$ cat src/rtl/muldiv_ctrl_pkg.sv
// ---------------------------------------------------------------------------
// muldiv_ctrl_pkg
// Shared definitions for the multi-cycle multiply/divide sequencer:
//   - ALU op codes for MULT/MULTU/DIV/DIVU (reused ALU encodings)
//   - sequencer state encoding
//   - small op-decode helper functions
// No ports (package).
// ---------------------------------------------------------------------------
package muldiv_ctrl_pkg;

   localparam int MD_W = 32;

   localparam logic [3:0] ALU_MULT  = 4'd8;
   localparam logic [3:0] ALU_MULTU = 4'd9;
   localparam logic [3:0] ALU_DIV   = 4'd10;
   localparam logic [3:0] ALU_DIVU  = 4'd11;

   typedef enum logic [1:0] {
      MD_IDLE = 2'd0,
      MD_RUN  = 2'd1,
      MD_FIX  = 2'd2,
      MD_DONE = 2'd3
   } mdState_e;

   // True for the four op codes this unit executes; anything else is ignored
   function automatic logic isMulDivOp(input logic [3:0] op);
      return (op == ALU_MULT) || (op == ALU_MULTU) ||
             (op == ALU_DIV)  || (op == ALU_DIVU);
   endfunction

   function automatic logic isDivOp(input logic [3:0] op);
      return (op == ALU_DIV) || (op == ALU_DIVU);
   endfunction

   function automatic logic isSignedOp(input logic [3:0] op);
      return (op == ALU_MULT) || (op == ALU_DIV);
   endfunction

endpackage

$ cat src/rtl/muldiv_step.sv
// ---------------------------------------------------------------------------
// muldiv_step
// One combinational iteration of the radix-2 shift-add multiplier or the
// restoring divider. The 2W-bit work register is {upper, lower}:
//   multiply: upper = partial product, lower = remaining multiplier bits
//   divide:   upper = partial remainder, lower = dividend/quotient bits
// Ports:
//   i_acc     in  2W  current work register
//   i_operand in  W   multiplicand (multiply) or divisor (divide) magnitude
//   i_isDiv   in  1   1 = divide step, 0 = multiply step
//   o_acc     out 2W  work register after this iteration
// ---------------------------------------------------------------------------
module muldiv_step
   import muldiv_ctrl_pkg::*;
#(
   parameter int W = MD_W
) (
   input  logic [2*W-1:0] i_acc,
   input  logic [W-1:0]   i_operand,
   input  logic           i_isDiv,
   output logic [2*W-1:0] o_acc
);

   logic [W-1:0] w_hi;
   logic [W-1:0] w_lo;
   logic [W:0]   w_sum;
   logic [W:0]   w_trial;

   // The multiply add keeps its carry in bit W so the right shift brings it
   // into the product. For divide, the shifted remainder needs W+1 bits and
   // the trial difference is negative exactly when its top bit is set,
   // because the partial remainder is always below the divisor.
   always_comb begin
      w_hi    = i_acc[2*W-1:W];
      w_lo    = i_acc[W-1:0];
      w_sum   = {1'b0, w_hi} + {1'b0, i_operand};
      w_trial = {w_hi, w_lo[W-1]} - {1'b0, i_operand};
      o_acc   = i_acc;
      if (i_isDiv) begin
         if (!w_trial[W]) begin
            o_acc = {w_trial[W-1:0], w_lo[W-2:0], 1'b1};
         end else begin
            o_acc = {w_hi[W-2:0], w_lo[W-1], w_lo[W-2:0], 1'b0};
         end
      end else if (w_lo[0]) begin
         o_acc = {w_sum, w_lo[W-1:1]};
      end else begin
         o_acc = {1'b0, w_hi, w_lo[W-1:1]};
      end
   end

endmodule

$ cat src/rtl/muldiv_ctrl.sv
// ---------------------------------------------------------------------------
// muldiv_ctrl
// Multi-cycle sequencer for MULT/MULTU/DIV/DIVU. Accepts one op, iterates
// muldiv_step W times on operand magnitudes, applies sign correction and
// writes HI/LO. Also services MTHI/MTLO when idle.
// Ports:
//   clk_87    in  1  clock, rising edge
//   rst_87    in  1  synchronous active-high reset
//   start_87  in  1  op request, sampled with op_87/arg_a_87/arg_b_87
//   op_87     in  4  ALU op code
//   arg_a_87  in  W  multiplicand / dividend
//   arg_b_87  in  W  multiplier / divisor
//   wr_hi_87  in  1  MTHI strobe
//   wr_lo_87  in  1  MTLO strobe
//   wdata_87  in  W  MTHI/MTLO data
//   busy_87   out 1  op in flight (RUN or FIX)
//   done_87   out 1  one-cycle pulse, HI/LO valid
//   hi_87     out W  HI register
//   lo_87     out W  LO register
// ---------------------------------------------------------------------------
module muldiv_ctrl
   import muldiv_ctrl_pkg::*;
#(
   parameter int W     = MD_W,
   parameter int CNT_W = $clog2(W)
) (
   input  logic         clk_87,
   input  logic         rst_87,
   input  logic         start_87,
   input  logic [3:0]   op_87,
   input  logic [W-1:0] arg_a_87,
   input  logic [W-1:0] arg_b_87,
   input  logic         wr_hi_87,
   input  logic         wr_lo_87,
   input  logic [W-1:0] wdata_87,
   output logic         busy_87,
   output logic         done_87,
   output logic [W-1:0] hi_87,
   output logic [W-1:0] lo_87
);

   mdState_e         r_state;
   mdState_e         w_nextState;
   logic [CNT_W-1:0] r_cnt;
   logic [2*W-1:0]   r_acc;
   logic [2*W-1:0]   w_stepAcc;
   logic [W-1:0]     r_operand;
   logic [W-1:0]     r_hi;
   logic [W-1:0]     r_lo;
   logic             r_isDiv;
   logic             r_divz;
   logic             r_negQ;
   logic             r_negR;

   logic             w_accept;
   logic             w_divzStart;
   logic             w_signA;
   logic             w_signB;
   logic [W-1:0]     w_magA;
   logic [W-1:0]     w_magB;
   logic [2*W-1:0]   w_product;
   logic [W-1:0]     w_quo;
   logic [W-1:0]     w_rem;

   muldiv_step #(.W(W)) u_step (
      .i_acc     (r_acc),
      .i_operand (r_operand),
      .i_isDiv   (r_isDiv),
      .o_acc     (w_stepAcc)
   );

   // Operand preparation: the datapath always works on magnitudes, so the
   // signed ops strip their signs here and remember them for the FIX state.
   always_comb begin
      w_signA     = isSignedOp(op_87) & arg_a_87[W-1];
      w_signB     = isSignedOp(op_87) & arg_b_87[W-1];
      w_magA      = w_signA ? (-arg_a_87) : arg_a_87;
      w_magB      = w_signB ? (-arg_b_87) : arg_b_87;
      w_divzStart = isDivOp(op_87) && (arg_b_87 == '0);
   end

   // Sign correction applied when leaving the iteration. The most negative
   // dividend divided by -1 wraps back to itself, which is the wanted result.
   always_comb begin
      w_product = r_negQ ? (-r_acc) : r_acc;
      w_quo     = r_negQ ? (-r_acc[W-1:0]) : r_acc[W-1:0];
      w_rem     = r_negR ? (-r_acc[2*W-1:W]) : r_acc[2*W-1:W];
   end

   // Next-state logic. A new op can be taken from IDLE or straight from DONE
   // so back-to-back ops have no idle bubble; starts while busy are dropped.
   always_comb begin
      w_nextState = r_state;
      w_accept    = 1'b0;
      case (r_state)
         MD_IDLE, MD_DONE: begin
            if (start_87 && isMulDivOp(op_87)) begin
               w_accept    = 1'b1;
               w_nextState = w_divzStart ? MD_FIX : MD_RUN;
            end else if (r_state == MD_DONE) begin
               w_nextState = MD_IDLE;
            end
         end
         MD_RUN: begin
            if (r_cnt == '0) begin
               w_nextState = MD_FIX;
            end
         end
         MD_FIX: begin
            w_nextState = MD_DONE;
         end
         default: begin
            w_nextState = MD_IDLE;
         end
      endcase
   end

   // State, work registers and HI/LO. The divide-by-zero path parks the raw
   // dividend in the low half of the work register so FIX can copy it to HI.
   // MTHI/MTLO only land when idle and no op is being accepted this cycle.
   always_ff @(posedge clk_87) begin
      if (rst_87) begin
         r_state   <= MD_IDLE;
         r_cnt     <= '0;
         r_acc     <= '0;
         r_operand <= '0;
         r_hi      <= '0;
         r_lo      <= '0;
         r_isDiv   <= 1'b0;
         r_divz    <= 1'b0;
         r_negQ    <= 1'b0;
         r_negR    <= 1'b0;
      end else begin
         r_state <= w_nextState;
         if (w_accept) begin
            r_isDiv   <= isDivOp(op_87);
            r_divz    <= w_divzStart;
            r_negQ    <= w_signA ^ w_signB;
            r_negR    <= w_signA;
            r_cnt     <= CNT_W'(W-1);
            r_operand <= isDivOp(op_87) ? w_magB : w_magA;
            if (w_divzStart) begin
               r_acc <= {{W{1'b0}}, arg_a_87};
            end else begin
               r_acc <= {{W{1'b0}}, isDivOp(op_87) ? w_magA : w_magB};
            end
         end else if (r_state == MD_RUN) begin
            r_acc <= w_stepAcc;
            if (r_cnt != '0) begin
               r_cnt <= r_cnt - CNT_W'(1);
            end
         end

         if (r_state == MD_FIX) begin
            if (r_divz) begin
               r_hi <= r_acc[W-1:0];
               r_lo <= '1;
            end else if (r_isDiv) begin
               r_hi <= w_rem;
               r_lo <= w_quo;
            end else begin
               r_hi <= w_product[2*W-1:W];
               r_lo <= w_product[W-1:0];
            end
         end else if (!busy_87 && !w_accept) begin
            if (wr_hi_87) begin
               r_hi <= wdata_87;
            end
            if (wr_lo_87) begin
               r_lo <= wdata_87;
            end
         end
      end
   end

   // Status and result outputs, all derived directly from registered state
   always_comb begin
      busy_87 = (r_state == MD_RUN) || (r_state == MD_FIX);
      done_87 = (r_state == MD_DONE);
      hi_87   = r_hi;
      lo_87   = r_lo;
   end

endmodule
$ cat config.mk
export PLATFORM = sky130hd
export DESIGN_NAME = muldiv_ctrl
export DESIGN_NICKNAME = d
export VERILOG_FILES = /design/src/rtl/muldiv_ctrl_pkg.sv /design/src/rtl/muldiv_step.sv /design/src/rtl/muldiv_ctrl.sv
export SDC_FILE = /design/constraint.sdc
export NUM_CORES = 1
export LEC_CHECK = 0
export CAP_MARGIN = 20
export CELL_PAD_IN_SITES_DETAIL_PLACEMENT = 0
export CELL_PAD_IN_SITES_GLOBAL_PLACEMENT = 1
export CORE_UTILIZATION = 25
export DETAILED_ROUTE_END_ITERATION = 8
export GPL_ROUTABILITY_DRIVEN = 0
export GPL_TIMING_DRIVEN = 0
export PLACE_DENSITY_LB_ADDON = 0.1
export REMOVE_ABC_BUFFERS = 1
export SETUP_SLACK_MARGIN = 0.05
export SLEW_MARGIN = 20
export SYNTH_ARGS = -nofsm -noshare
export SYNTH_HDL_FRONTEND = slang
export SYNTH_SLANG_ARGS = --single-unit
$ cat constraint.sdc
create_clock -name clk_87 -period 9.4 [get_ports clk_87]
set_clock_uncertainty 0.2 [all_clocks]
set_input_delay 0.94 -clock clk_87 [delete_from_list [all_inputs] [get_ports clk_87]]
set_output_delay 0.94 -clock clk_87 [all_outputs]
set_load 0.05 [all_outputs]
==> results.sh, run 1 <==
export IMPL_worst_hold_path_type="flop to flop"
export IMPL_final_setup_viol_count=0
export IMPL_total_power_mw=4.23
export IMPL_setup_worst_path_end_class="flop"
export IMPL_fin_hold_ws_ps=282
export IMPL_postCtsSetupRepairBufs=0
export IMPL_later_pin_clock_latency_in_the_skew_report_ps=470
export IMPL_post_synth_cell_area_avg_um2=7.39
export IMPL_hold_violations=0
export IMPL_final_nets=2338
export IMPL_fp_dieArea_um2=63500
export IMPL_synth_largest_area_cell="sky130_fd_sc_hd__dfxtp_1"
export IMPL_remaining_drc_errors=0
export IMPL_postCtsHoldBufs=0
export IMPL_critPathLaunch="r_acc[31]$_SDFFE_PP0P_"
export IMPL_rr_startpoint="r_acc[31]$_SDFFE_PP0P_"
export IMPL_finalCriticalPeriod_ps=5250
export IMPL_syn_area_um2=15600
export IMPL_drt_wirelength_per_cell_um=21.7
export IMPL_power_density_nw_per_um2=224
export IMPL_floorplan_die_height_um=252
export IMPL_flop_and_latch_count_out_of_synthesis=171
export IMPL_drt_pass1_iterations=5
export IMPL_rows=91
export IMPL_run_status="completed"
export IMPL_cp_required_ps=9530
export IMPL_crit_fanout=23
export IMPL_clock_buffer_depth=2
export IMPL_worst_hold_path_num_cells=2
export IMPL_grt_setup_unrepaired="false"
export IMPL_report_final_slew_viol_count=0
export IMPL_grt_pass1_vias=15200
export IMPL_reg2reg_to="r_acc[48]$_SDFFE_PP0P_"
export IMPL_timing_max_slew_rel_slack=0.266
export IMPL_worst_slew_pin_transition_ps=1090
export IMPL_post_route_period_util=0.558
export IMPL_rr_worst_depth=14
export IMPL_finalWirelength_um=65300
export IMPL_yosys_cell_types_count=73
export IMPL_detailroute_via_count=16100
export IMPL_cts_tree="yes"
export IMPL_synth_edf_count=0
export IMPL_antenna_found_initial=3
export IMPL_wire_length_of_the_first_global_routing_pass_um=97800
export IMPL_cts_buffers_inserted=17
export IMPL_timing_max_cap_violations=0
export IMPL_grt_usage=0.203
export IMPL_clock_sinks=171
export IMPL_pre_cts_ws_ps=3910
export IMPL_numPlacedInstances=2976
export IMPL_design_portCount=171
export IMPL_leakagePower_nw=6.89
export IMPL_post_layout_nonfiller_instances=3009
export IMPL_core_area_um2=61700
export IMPL_postSynth_asyncResetShare=0
export IMPL_worstSetupStartpointType="flop"
export IMPL_worst_hold_path_endpoint="r_operand[24]$_SDFFE_PP0P_"
export IMPL_setup_ws_ps=4150
export IMPL_start_util=0.253
export IMPL_ir_drop_mv=0.176
export IMPL_detailedRoute_firstIterationViolations=1148
export IMPL_grt_ovfl_total=0
export IMPL_mapped_cells=2114
export IMPL_synth_largest_type_area_fraction=0.219
export IMPL_synthTopCellsByArea="sky130_fd_sc_hd__dfxtp_1, sky130_fd_sc_hd__mux2i_1, sky130_fd_sc_hd__a21oi_1"
export IMPL_crit_type="flop to flop"
export IMPL_flow_area_growth_from_synthesis_pct=20.9
export IMPL_die_span_in_x_um=252
export IMPL_ant_nets=0
export IMPL_avgViaCountPerCell=5.34
export IMPL_synthFlopType="sky130_fd_sc_hd__dfxtp_1"
export IMPL_final_layout_size_suffix_gt1_frac=0.0470
export IMPL_ys_top_cells_by_count="sky130_fd_sc_hd__nand2_1, sky130_fd_sc_hd__a21oi_1, sky130_fd_sc_hd__dfxtp_1"
export IMPL_worstPathArrival_ps=5380
export IMPL_path_clk_slew_ps=70
export IMPL_min_from="r_operand[24]$_SDFFE_PP0P_"
export IMPL_ys_warnings_count=0
export IMPL_htreeDepth=4
export IMPL_max_freq_mhz=191
export IMPL_timing_reg2reg_setup_slack_ps=4150
export IMPL_clock_root_buffer="sky130_fd_sc_hd__clkbuf_16"
export IMPL_synth_seq_area_share=0.219
export IMPL_largest_net_degree_at_the_start_of_global_routing=97
export IMPL_synth_most_common_cell="sky130_fd_sc_hd__nand2_1"
export IMPL_dp_hpwl_um=50900
export IMPL_buffer_ports_inserted=170
export IMPL_post_cts_resized_instances=0
## registers in the layout (all words and copies together), names as in the netlist
signal     cells
hi_87         32
r_isDiv        1
r_negQ         1
r_state        2
r_cnt          5
lo_87         32
r_divz         1
r_operand     32
r_negR         1
r_acc         64
## worst max-delay path by stage
stage                                      end  slack (ps)  cells after the start
global route            r_acc[48]$_SDFFE_PP0P_        3790                     14
floorplan               r_acc[31]$_SDFFE_PP0P_        4900                      8
detailed placement  r_operand[28]$_SDFFE_PP0P_        3910                     11
global placement        r_acc[50]$_SDFFE_PP0P_       -1690                      5
finish                  r_acc[48]$_SDFFE_PP0P_        4150                     14
CTS                     r_acc[48]$_SDFFE_PP0P_        4220                     14
## critical path, stage by stage, from the launching register on
cell	delay (ps)
sky130_fd_sc_hd__dfxtp_1	410
sky130_fd_sc_hd__inv_1	210
sky130_fd_sc_hd__ha_1	290
sky130_fd_sc_hd__fa_1	470
sky130_fd_sc_hd__nand2b_1	210
sky130_fd_sc_hd__a21o_1	230
sky130_fd_sc_hd__a2111oi_0	860
sky130_fd_sc_hd__nor4_1	280
sky130_fd_sc_hd__or4b_1	640
sky130_fd_sc_hd__o211ai_4	320
sky130_fd_sc_hd__buf_8	240
sky130_fd_sc_hd__buf_16	180
sky130_fd_sc_hd__mux2_2	350
sky130_fd_sc_hd__a21oi_1	130
sky130_fd_sc_hd__o21ai_0	80
## cell families (layout without fill, tap and decap cells)
| family | count (synthesis) | count (layout) | synth area share |
|---|---|---|---|
| adders and majority gates | 75 | 75 | 0.0610 |
| AOI/OAI and AO/OA | 700 | 700 | 0.293 |
| xor gates and xnor gates | 168 | 168 | 0.0942 |
| and+or+nand+nor | 633 | 633 | 0.191 |
| other | 0 | 3 | 0 |
| buffers and inverters | 238 | 293 | 0.0579 |
| DFF | 171 | 171 | 0.219 |
| muxes | 129 | 129 | 0.0835 |
## per-stage QoR
stage / setup TNS, ps / area (µm²) / utilization
2_1_floorplan: 0 / 15000 / -
3_3_place_gp: -39000 / 17700 / 0.288
3_5_place_dp: 0 / 18200 / 0.296
4_1_cts: 0 / 18900 / 0.306
5_1_grt: 0 / 18900 / 0.306
6_report: 0 / 18900 / 0.306
## cell type report
| type | instances | area [µm²] |
|---|---|---|
| multi-input cells | 1705 | 11400 |
| clock buffers | 23 | 489 |
| diodes | 3 | 7.51 |
| repair buffers | 190 | 2090 |
| clock inverters | 7 | 138 |
| fillers | 6808 | 42800 |
| inverters | 73 | 277 |
| flip-flops and latches | 171 | 3430 |
| well taps | 837 | 1050 |
## report_power, final
group          internal, mW  switching [mW]
clock network         0.472           0.333
logic                 0.898            1.46
registers             0.889           0.183
total                  2.26            1.97
## cell usage in the layout, fill, tap and decap left out, types with 38 or more instances in the layout
cell / instances
sky130_fd_sc_hd__clkdlybuf4s50_1: 169
sky130_fd_sc_hd__nor3_1: 49
sky130_fd_sc_hd__ha_1: 71
sky130_fd_sc_hd__a221oi_1: 38
sky130_fd_sc_hd__inv_1: 71
sky130_fd_sc_hd__o21ai_0: 133
sky130_fd_sc_hd__xnor2_1: 82
sky130_fd_sc_hd__o211ai_1: 45
sky130_fd_sc_hd__a21oi_1: 197
sky130_fd_sc_hd__nor2_1: 158
sky130_fd_sc_hd__mux2i_1: 118
sky130_fd_sc_hd__dfxtp_1: 167
sky130_fd_sc_hd__xor2_1: 86
sky130_fd_sc_hd__nand2_1: 223
sky130_fd_sc_hd__a211oi_1: 76
## routing by layer
layer | up-vias | track usage | part of all wire
met4 | 0 | 0.0499 | 0.016
met2 | 388 | 0.336 | 0.47
met5 | - | 0 | 0
li1 | 7846 | - | -
met1 | 7778 | 0.277 | 0.47
met3 | 49 | 0.0255 | 0.041
No activity file was read; power rests on OpenSTA's default activity.
==> inputs of run 2 (changes only) <==
==> constraint.sdc (replaced) <==
create_clock -name clk_87 -period 5.3 [get_ports clk_87]
set_clock_uncertainty 0.2 [all_clocks]
set_input_delay 0.53 -clock clk_87 [delete_from_list [all_inputs] [get_ports clk_87]]
set_output_delay 0.53 -clock clk_87 [all_outputs]
set_load 0.05 [all_outputs]
==> run 2 against run 1 <==
Critical path depth unchanged. Maximum frequency up 9.6%. Sequential share of layout area about the same. Power up 78%. Worst hold slack worse by 59 ps. Flip-flop and latch count unchanged. Final cell count unchanged.
==> results.sh, run 2 (synthesized netlist as in run 1, its figures left out) <==
export IMPL_rr_startpoint="r_acc[31]$_SDFFE_PP0P_"
export IMPL_floorplan_die_height_um=252
export IMPL_clock_sinks=171
export IMPL_ant_nets=0
export IMPL_postCtsHoldBufs=0
export IMPL_final_layout_size_suffix_gt1_frac=0.0475
export IMPL_post_cts_resized_instances=0
export IMPL_setup_worst_path_end_class="flop"
export IMPL_grt_setup_unrepaired="false"
export IMPL_dp_hpwl_um=50900
export IMPL_global_route_usage_met1=0.277
export IMPL_seq_area_um2=3430
export IMPL_detailed_place_area_um2=18200
export IMPL_critPathLaunch="r_acc[31]$_SDFFE_PP0P_"
export IMPL_met3_usage=0.0255
export IMPL_leakagePower_nw=6.89
export IMPL_fp_dieArea_um2=63500
export IMPL_layout_core_utilization=0.306
export IMPL_report_final_slew_viol_count=0
export IMPL_min_from="rst_87"
export IMPL_core_area_um2=61700
export IMPL_drt_wirelength_per_cell_um=21.7
export IMPL_detailroute_via_count=16000
export IMPL_path_clk_slew_ps=70
export IMPL_detailedRoute_firstIterationViolations=1181
export IMPL_grt_pass1_vias=15200
export IMPL_avgViaCountPerCell=5.32
export IMPL_final_nets=2338
export IMPL_die_span_in_x_um=252
export IMPL_fin_hold_ws_ps=223
export IMPL_gr_busiest_metal="met2"
export IMPL_worstSetupStartpointType="flop"
export IMPL_final_setup_viol_count=0
export IMPL_cts_tree="yes"
export IMPL_clock_buffer_depth=2
export IMPL_max_freq_mhz=209
export IMPL_post_route_period_util=0.903
export IMPL_setup_ws_ps=512
export IMPL_start_util=0.253
export IMPL_n_fill_cell=6806
export IMPL_power_density_nw_per_um2=398
export IMPL_largest_reg_flops=64
export IMPL_ir_drop_mv=0.312
export IMPL_cts_buffers_inserted=17
export IMPL_remaining_drc_errors=0
export IMPL_design_portCount=171
export IMPL_cp_required_ps=5430
export IMPL_grt_usage=0.203
export IMPL_htreeDepth=4
export IMPL_wire_length_of_the_first_global_routing_pass_um=97800
export IMPL_finalWirelength_um=65300
export IMPL_timing_max_cap_violations=0
export IMPL_run_status="completed"
export IMPL_numPlacedInstances=2976
export IMPL_finish_instance_area_um2=18900
export IMPL_post_layout_nonfiller_instances=3009
export IMPL_later_pin_clock_latency_in_the_skew_report_ps=470
export IMPL_grt_ovfl_total=0
export IMPL_finalCriticalPeriod_ps=4790
export IMPL_worst_slew_pin_transition_ps=1100
export IMPL_pre_cts_ws_ps=114
export IMPL_total_power_mw=7.51
export IMPL_clock_root_buffer="sky130_fd_sc_hd__clkbuf_16"
export IMPL_hold_violations=0
export IMPL_grtUsageMet2=0.336
export IMPL_fin_setup_tns_ps=0
export IMPL_worstPathArrival_ps=4920
export IMPL_registers_top_by_ff_count="r_acc"
export IMPL_buffer_ports_inserted=170
export IMPL_timing_max_slew_rel_slack=0.260
export IMPL_largest_net_degree_at_the_start_of_global_routing=97
export IMPL_drt_pass1_iterations=6
export IMPL_flow_area_growth_from_synthesis_pct=20.9
export IMPL_crit_fanout=23
export IMPL_postCtsSetupRepairBufs=0
export IMPL_mostFrequentLayoutCell="sky130_fd_sc_hd__nand2_1"
export IMPL_antenna_found_initial=3
export IMPL_multiInputGateArea_um2=11400
export IMPL_rows=91
export IMPL_crit_type="flop to flop"
export IMPL_mostFrequentLayoutCells="sky130_fd_sc_hd__nand2_1, sky130_fd_sc_hd__a21oi_1, sky130_fd_sc_hd__clkdlybuf4s50_1"
export IMPL_worst_hold_path_type="input port to flop"
[run 2: cell count changes in the layout (fill, tap and decap cells not counted)]
cell / delta
sky130_fd_sc_hd__a2111oi_2: +1
sky130_fd_sc_hd__a2111oi_0: -1
[run 2: path summary, 6_finish.rpt]
check	endpoint	slack, ps	cells past startpoint
worst max-delay path	r_acc[48]$_SDFFE_PP0P_	510	14
worst min register to register	r_operand[24]$_SDFFE_PP0P_	280	2
worst max register to register	r_acc[48]$_SDFFE_PP0P_	510	14
worst min-delay path	r_cnt[1]$_SDFFE_PP0P_	220	2
[run 2: worst max-delay path: stages (launching register included)]
cell and delay (ps):
sky130_fd_sc_hd__dfxtp_1 410, sky130_fd_sc_hd__inv_1 210, sky130_fd_sc_hd__ha_1 290, sky130_fd_sc_hd__fa_1 470, sky130_fd_sc_hd__nand2b_1 210, sky130_fd_sc_hd__a21o_1 240
sky130_fd_sc_hd__a2111oi_2 490, sky130_fd_sc_hd__nor4_1 220, sky130_fd_sc_hd__or4b_1 610, sky130_fd_sc_hd__o211ai_4 310, sky130_fd_sc_hd__buf_8 240, sky130_fd_sc_hd__buf_16 180
sky130_fd_sc_hd__mux2_2 350, sky130_fd_sc_hd__a21oi_1 130, sky130_fd_sc_hd__o21ai_0 80
[run 2: per-layer routing]
metal  vias up  share of wire
li1       7845              -
met1      7769           0.47
met2       353           0.47
met3        49          0.042
met4         0          0.017
met5         -              0
[run 2: cell type report]
class                      instances  share of cell area
clock buffer                      23              0.0259
tap                              837              0.0554
multi-input combinational       1705               0.604
antenna                            3            0.000397
timing repair buffer             190               0.111
inverter                          73              0.0146
clock inverter                     7             0.00728
sequential                       171               0.182
[run 2: power by group]
part / internal (mW) / total, mW / switching [mW]
Clock: 0.837 / 1.43 / 0.590
Sequential: 1.58 / 1.90 / 0.323
Combinational: 1.60 / 4.19 / 2.59
Total: 4.01 / 7.51 / 3.50
==> inputs of run 3 (changes only) <==
--- a/config.mk
+++ b/config.mk
@@ -6,13 +6,10 @@
 export NUM_CORES = 1
 export LEC_CHECK = 0
 export CAP_MARGIN = 20
-export CELL_PAD_IN_SITES_DETAIL_PLACEMENT = 0
-export CELL_PAD_IN_SITES_GLOBAL_PLACEMENT = 1
 export CORE_UTILIZATION = 25
 export DETAILED_ROUTE_END_ITERATION = 8
 export GPL_ROUTABILITY_DRIVEN = 0
 export GPL_TIMING_DRIVEN = 0
-export PLACE_DENSITY_LB_ADDON = 0.1
 export REMOVE_ABC_BUFFERS = 1
 export SETUP_SLACK_MARGIN = 0.05
 export SLEW_MARGIN = 20
==> run 3 against run 2 <==
Die area unchanged. Routed wire length fell by 11%. Largest cell class unchanged. Power fell by 1.8%. Final cell count about the same. First-iteration DRC count increased by 28%. Count of clock-buffer cells in the layout decreased by 2. Highest routed layer unchanged.
==> results.sh, run 3 (synthesized netlist as in run 1, its figures left out) <==
export IMPL_power_internal_mw=3.90
export IMPL_grt_setup_unrepaired="false"
export IMPL_mostFrequentLayoutCell="sky130_fd_sc_hd__nand2_1"
export IMPL_run_status="completed"
export IMPL_crit_fanout=26
export IMPL_flow_area_growth_from_synthesis_pct=20.4
export IMPL_report_final_slew_viol_count=0
export IMPL_worst_hold_path_type="input port to flop"
export IMPL_reg_power_frac=0.257
export IMPL_path_clk_slew_ps=70
export IMPL_remaining_drc_errors=0
export IMPL_crit_type="flop to flop"
export IMPL_layout_core_utilization=0.305
export IMPL_post_cts_resized_instances=0
export IMPL_timing_max_slew_rel_slack=0.298
export IMPL_detailroute_via_count=16400
export IMPL_finalWirelength_um=58000
export IMPL_finish_instance_area_um2=18800
export IMPL_grt_pass1_vias=15000
export IMPL_postCtsHoldBufs=0
export IMPL_final_layout_size_suffix_gt1_frac=0.0484
export IMPL_finalCriticalPeriod_ps=4840
export IMPL_mostFrequentLayoutCells="sky130_fd_sc_hd__nand2_1, sky130_fd_sc_hd__a21oi_1, sky130_fd_sc_hd__clkdlybuf4s50_1"
export IMPL_cts_tree="yes"
export IMPL_worst_slew_pin_transition_ps=1050
export IMPL_post_route_period_util=0.913
export IMPL_largest_reg_flops=64
export IMPL_diodes=0
export IMPL_cts_buffers_inserted=17
export IMPL_registers_top_by_ff_count="r_acc"
export IMPL_pre_cts_ws_ps=409
export IMPL_later_pin_clock_latency_in_the_skew_report_ps=470
export IMPL_largest_net_degree_at_the_start_of_global_routing=94
export IMPL_drt_pass1_iterations=6
export IMPL_leakagePower_nw=6.86
export IMPL_antenna_found_initial=0
export IMPL_hold_violations=0
export IMPL_avgViaCountPerCell=5.46
export IMPL_buffer_ports_inserted=170
export IMPL_floorplan_die_height_um=252
export IMPL_wire_length_of_the_first_global_routing_pass_um=88500
export IMPL_design_portCount=171
export IMPL_start_util=0.253
export IMPL_die_span_in_x_um=252
export IMPL_grt_ovfl_total=0
export IMPL_ant_nets=0
export IMPL_core_area_um2=61700
export IMPL_pwr_share_clk=0.186
export IMPL_setup_ws_ps=461
export IMPL_share_comb_of_total_power=0.557
export IMPL_detailedRoute_firstIterationViolations=1513
export IMPL_postCtsSetupRepairBufs=0
export IMPL_grt_usage=0.177
export IMPL_clock_root_buffer="sky130_fd_sc_hd__clkbuf_16"
export IMPL_final_nets=2336
export IMPL_final_setup_viol_count=0
export IMPL_detailed_place_area_um2=18200
export IMPL_htreeDepth=4
export IMPL_worstPathArrival_ps=4980
export IMPL_power_density_nw_per_um2=392
export IMPL_swShare=0.471
export IMPL_clock_sinks=171
export IMPL_timing_max_cap_violations=0
export IMPL_clock_buffer_depth=2
export IMPL_fin_setup_tns_ps=0
export IMPL_rows=91
export IMPL_ir_drop_mv=0.210
export IMPL_net_switching_mw=3.47
export IMPL_setup_worst_path_end_class="flop"
export IMPL_fp_dieArea_um2=63500
export IMPL_worstSetupStartpointType="flop"
export IMPL_drt_wirelength_per_cell_um=19.3
export IMPL_dp_hpwl_um=43900
export IMPL_cp_required_ps=5440
export IMPL_max_freq_mhz=207
[run 3: cell count changes in the layout (fill, tap and decap cells not counted), moves of 2 or more]
cell	before	now
sky130_fd_sc_hd__clkinv_4	0	2
sky130_fd_sc_hd__inv_6	0	3
sky130_fd_sc_hd__bufinv_16	4	2
sky130_fd_sc_hd__buf_16	7	5
sky130_fd_sc_hd__diode_2	3	0
sky130_fd_sc_hd__buf_8	2	0
sky130_fd_sc_hd__clkbuf_1	3	1
[run 3: power groups by stage]
stage	Sequential, mW	Combinational [mW]	Clock [mW]
global route	1.93	4.43	1.44
global placement	1.94	3.90	0
finish	1.89	4.11	1.37
floorplan	2.40	2.16	0
CTS	1.89	4.08	1.38
detailed placement	1.91	4.06	0
[run 3: cell type report]
class	instances	area (µm²)
Tap cell	837	1050
Clock buffer	21	482
Fill cell	6776	42900
Timing Repair Buffer	188	2030
Clock inverter	11	129
Multi-Input combinational cell	1705	11400
Sequential cell	171	3430
Inverter	73	277
[run 3: per-layer routing]
metal / global-route usage / vias up / wire length, µm
met5: 0 / - / 0
met1: 0.253 / 7841 / 27400
met2: 0.268 / 635 / 25200
li1: - / 7862 / -
met3: 0.0349 / 88 / 4190
met4: 0.0464 / 0 / 1280
[run 3: metrics by stage]
step / hold slack, ps / total power, mW / cells
6_report: 257 / 7.37 / 3006
2_1_floorplan: 243 / 4.56 / 1949
3_5_place_dp: 278 / 5.98 / 2974
3_3_place_gp: 273 / 5.84 / 2956
5_1_grt: 257 / 7.80 / 3006
4_1_cts: 241 / 7.35 / 3006
[run 3: worst max-delay path, stage by stage, from the launching register on]
cell	delay (ps)
sky130_fd_sc_hd__dfxtp_1	410
sky130_fd_sc_hd__inv_1	270
sky130_fd_sc_hd__ha_1	330
sky130_fd_sc_hd__fa_1	420
sky130_fd_sc_hd__nand2b_1	180
sky130_fd_sc_hd__a21o_1	210
sky130_fd_sc_hd__a2111oi_0	690
sky130_fd_sc_hd__nor4_1	250
sky130_fd_sc_hd__or4b_1	620
sky130_fd_sc_hd__o211ai_4	140
sky130_fd_sc_hd__buf_16	210
sky130_fd_sc_hd__buf_16	190
sky130_fd_sc_hd__mux2_2	350
sky130_fd_sc_hd__a21oi_1	130
sky130_fd_sc_hd__o21ai_0	70
[run 3: final timing paths]
path / startpoint / end / slack, ps / cells past startpoint
worst max register to register: r_acc[31]$_SDFFE_PP0P_ / r_acc[48]$_SDFFE_PP0P_ / 460 / 14
worst max-delay path: r_acc[31]$_SDFFE_PP0P_ / r_acc[48]$_SDFFE_PP0P_ / 460 / 14
worst min register to register: r_operand[9]$_SDFFE_PP0P_ / r_operand[9]$_SDFFE_PP0P_ / 300 / 2
worst min-delay path: rst_87 / r_acc[22]$_SDFFE_PP0P_ / 260 / 2
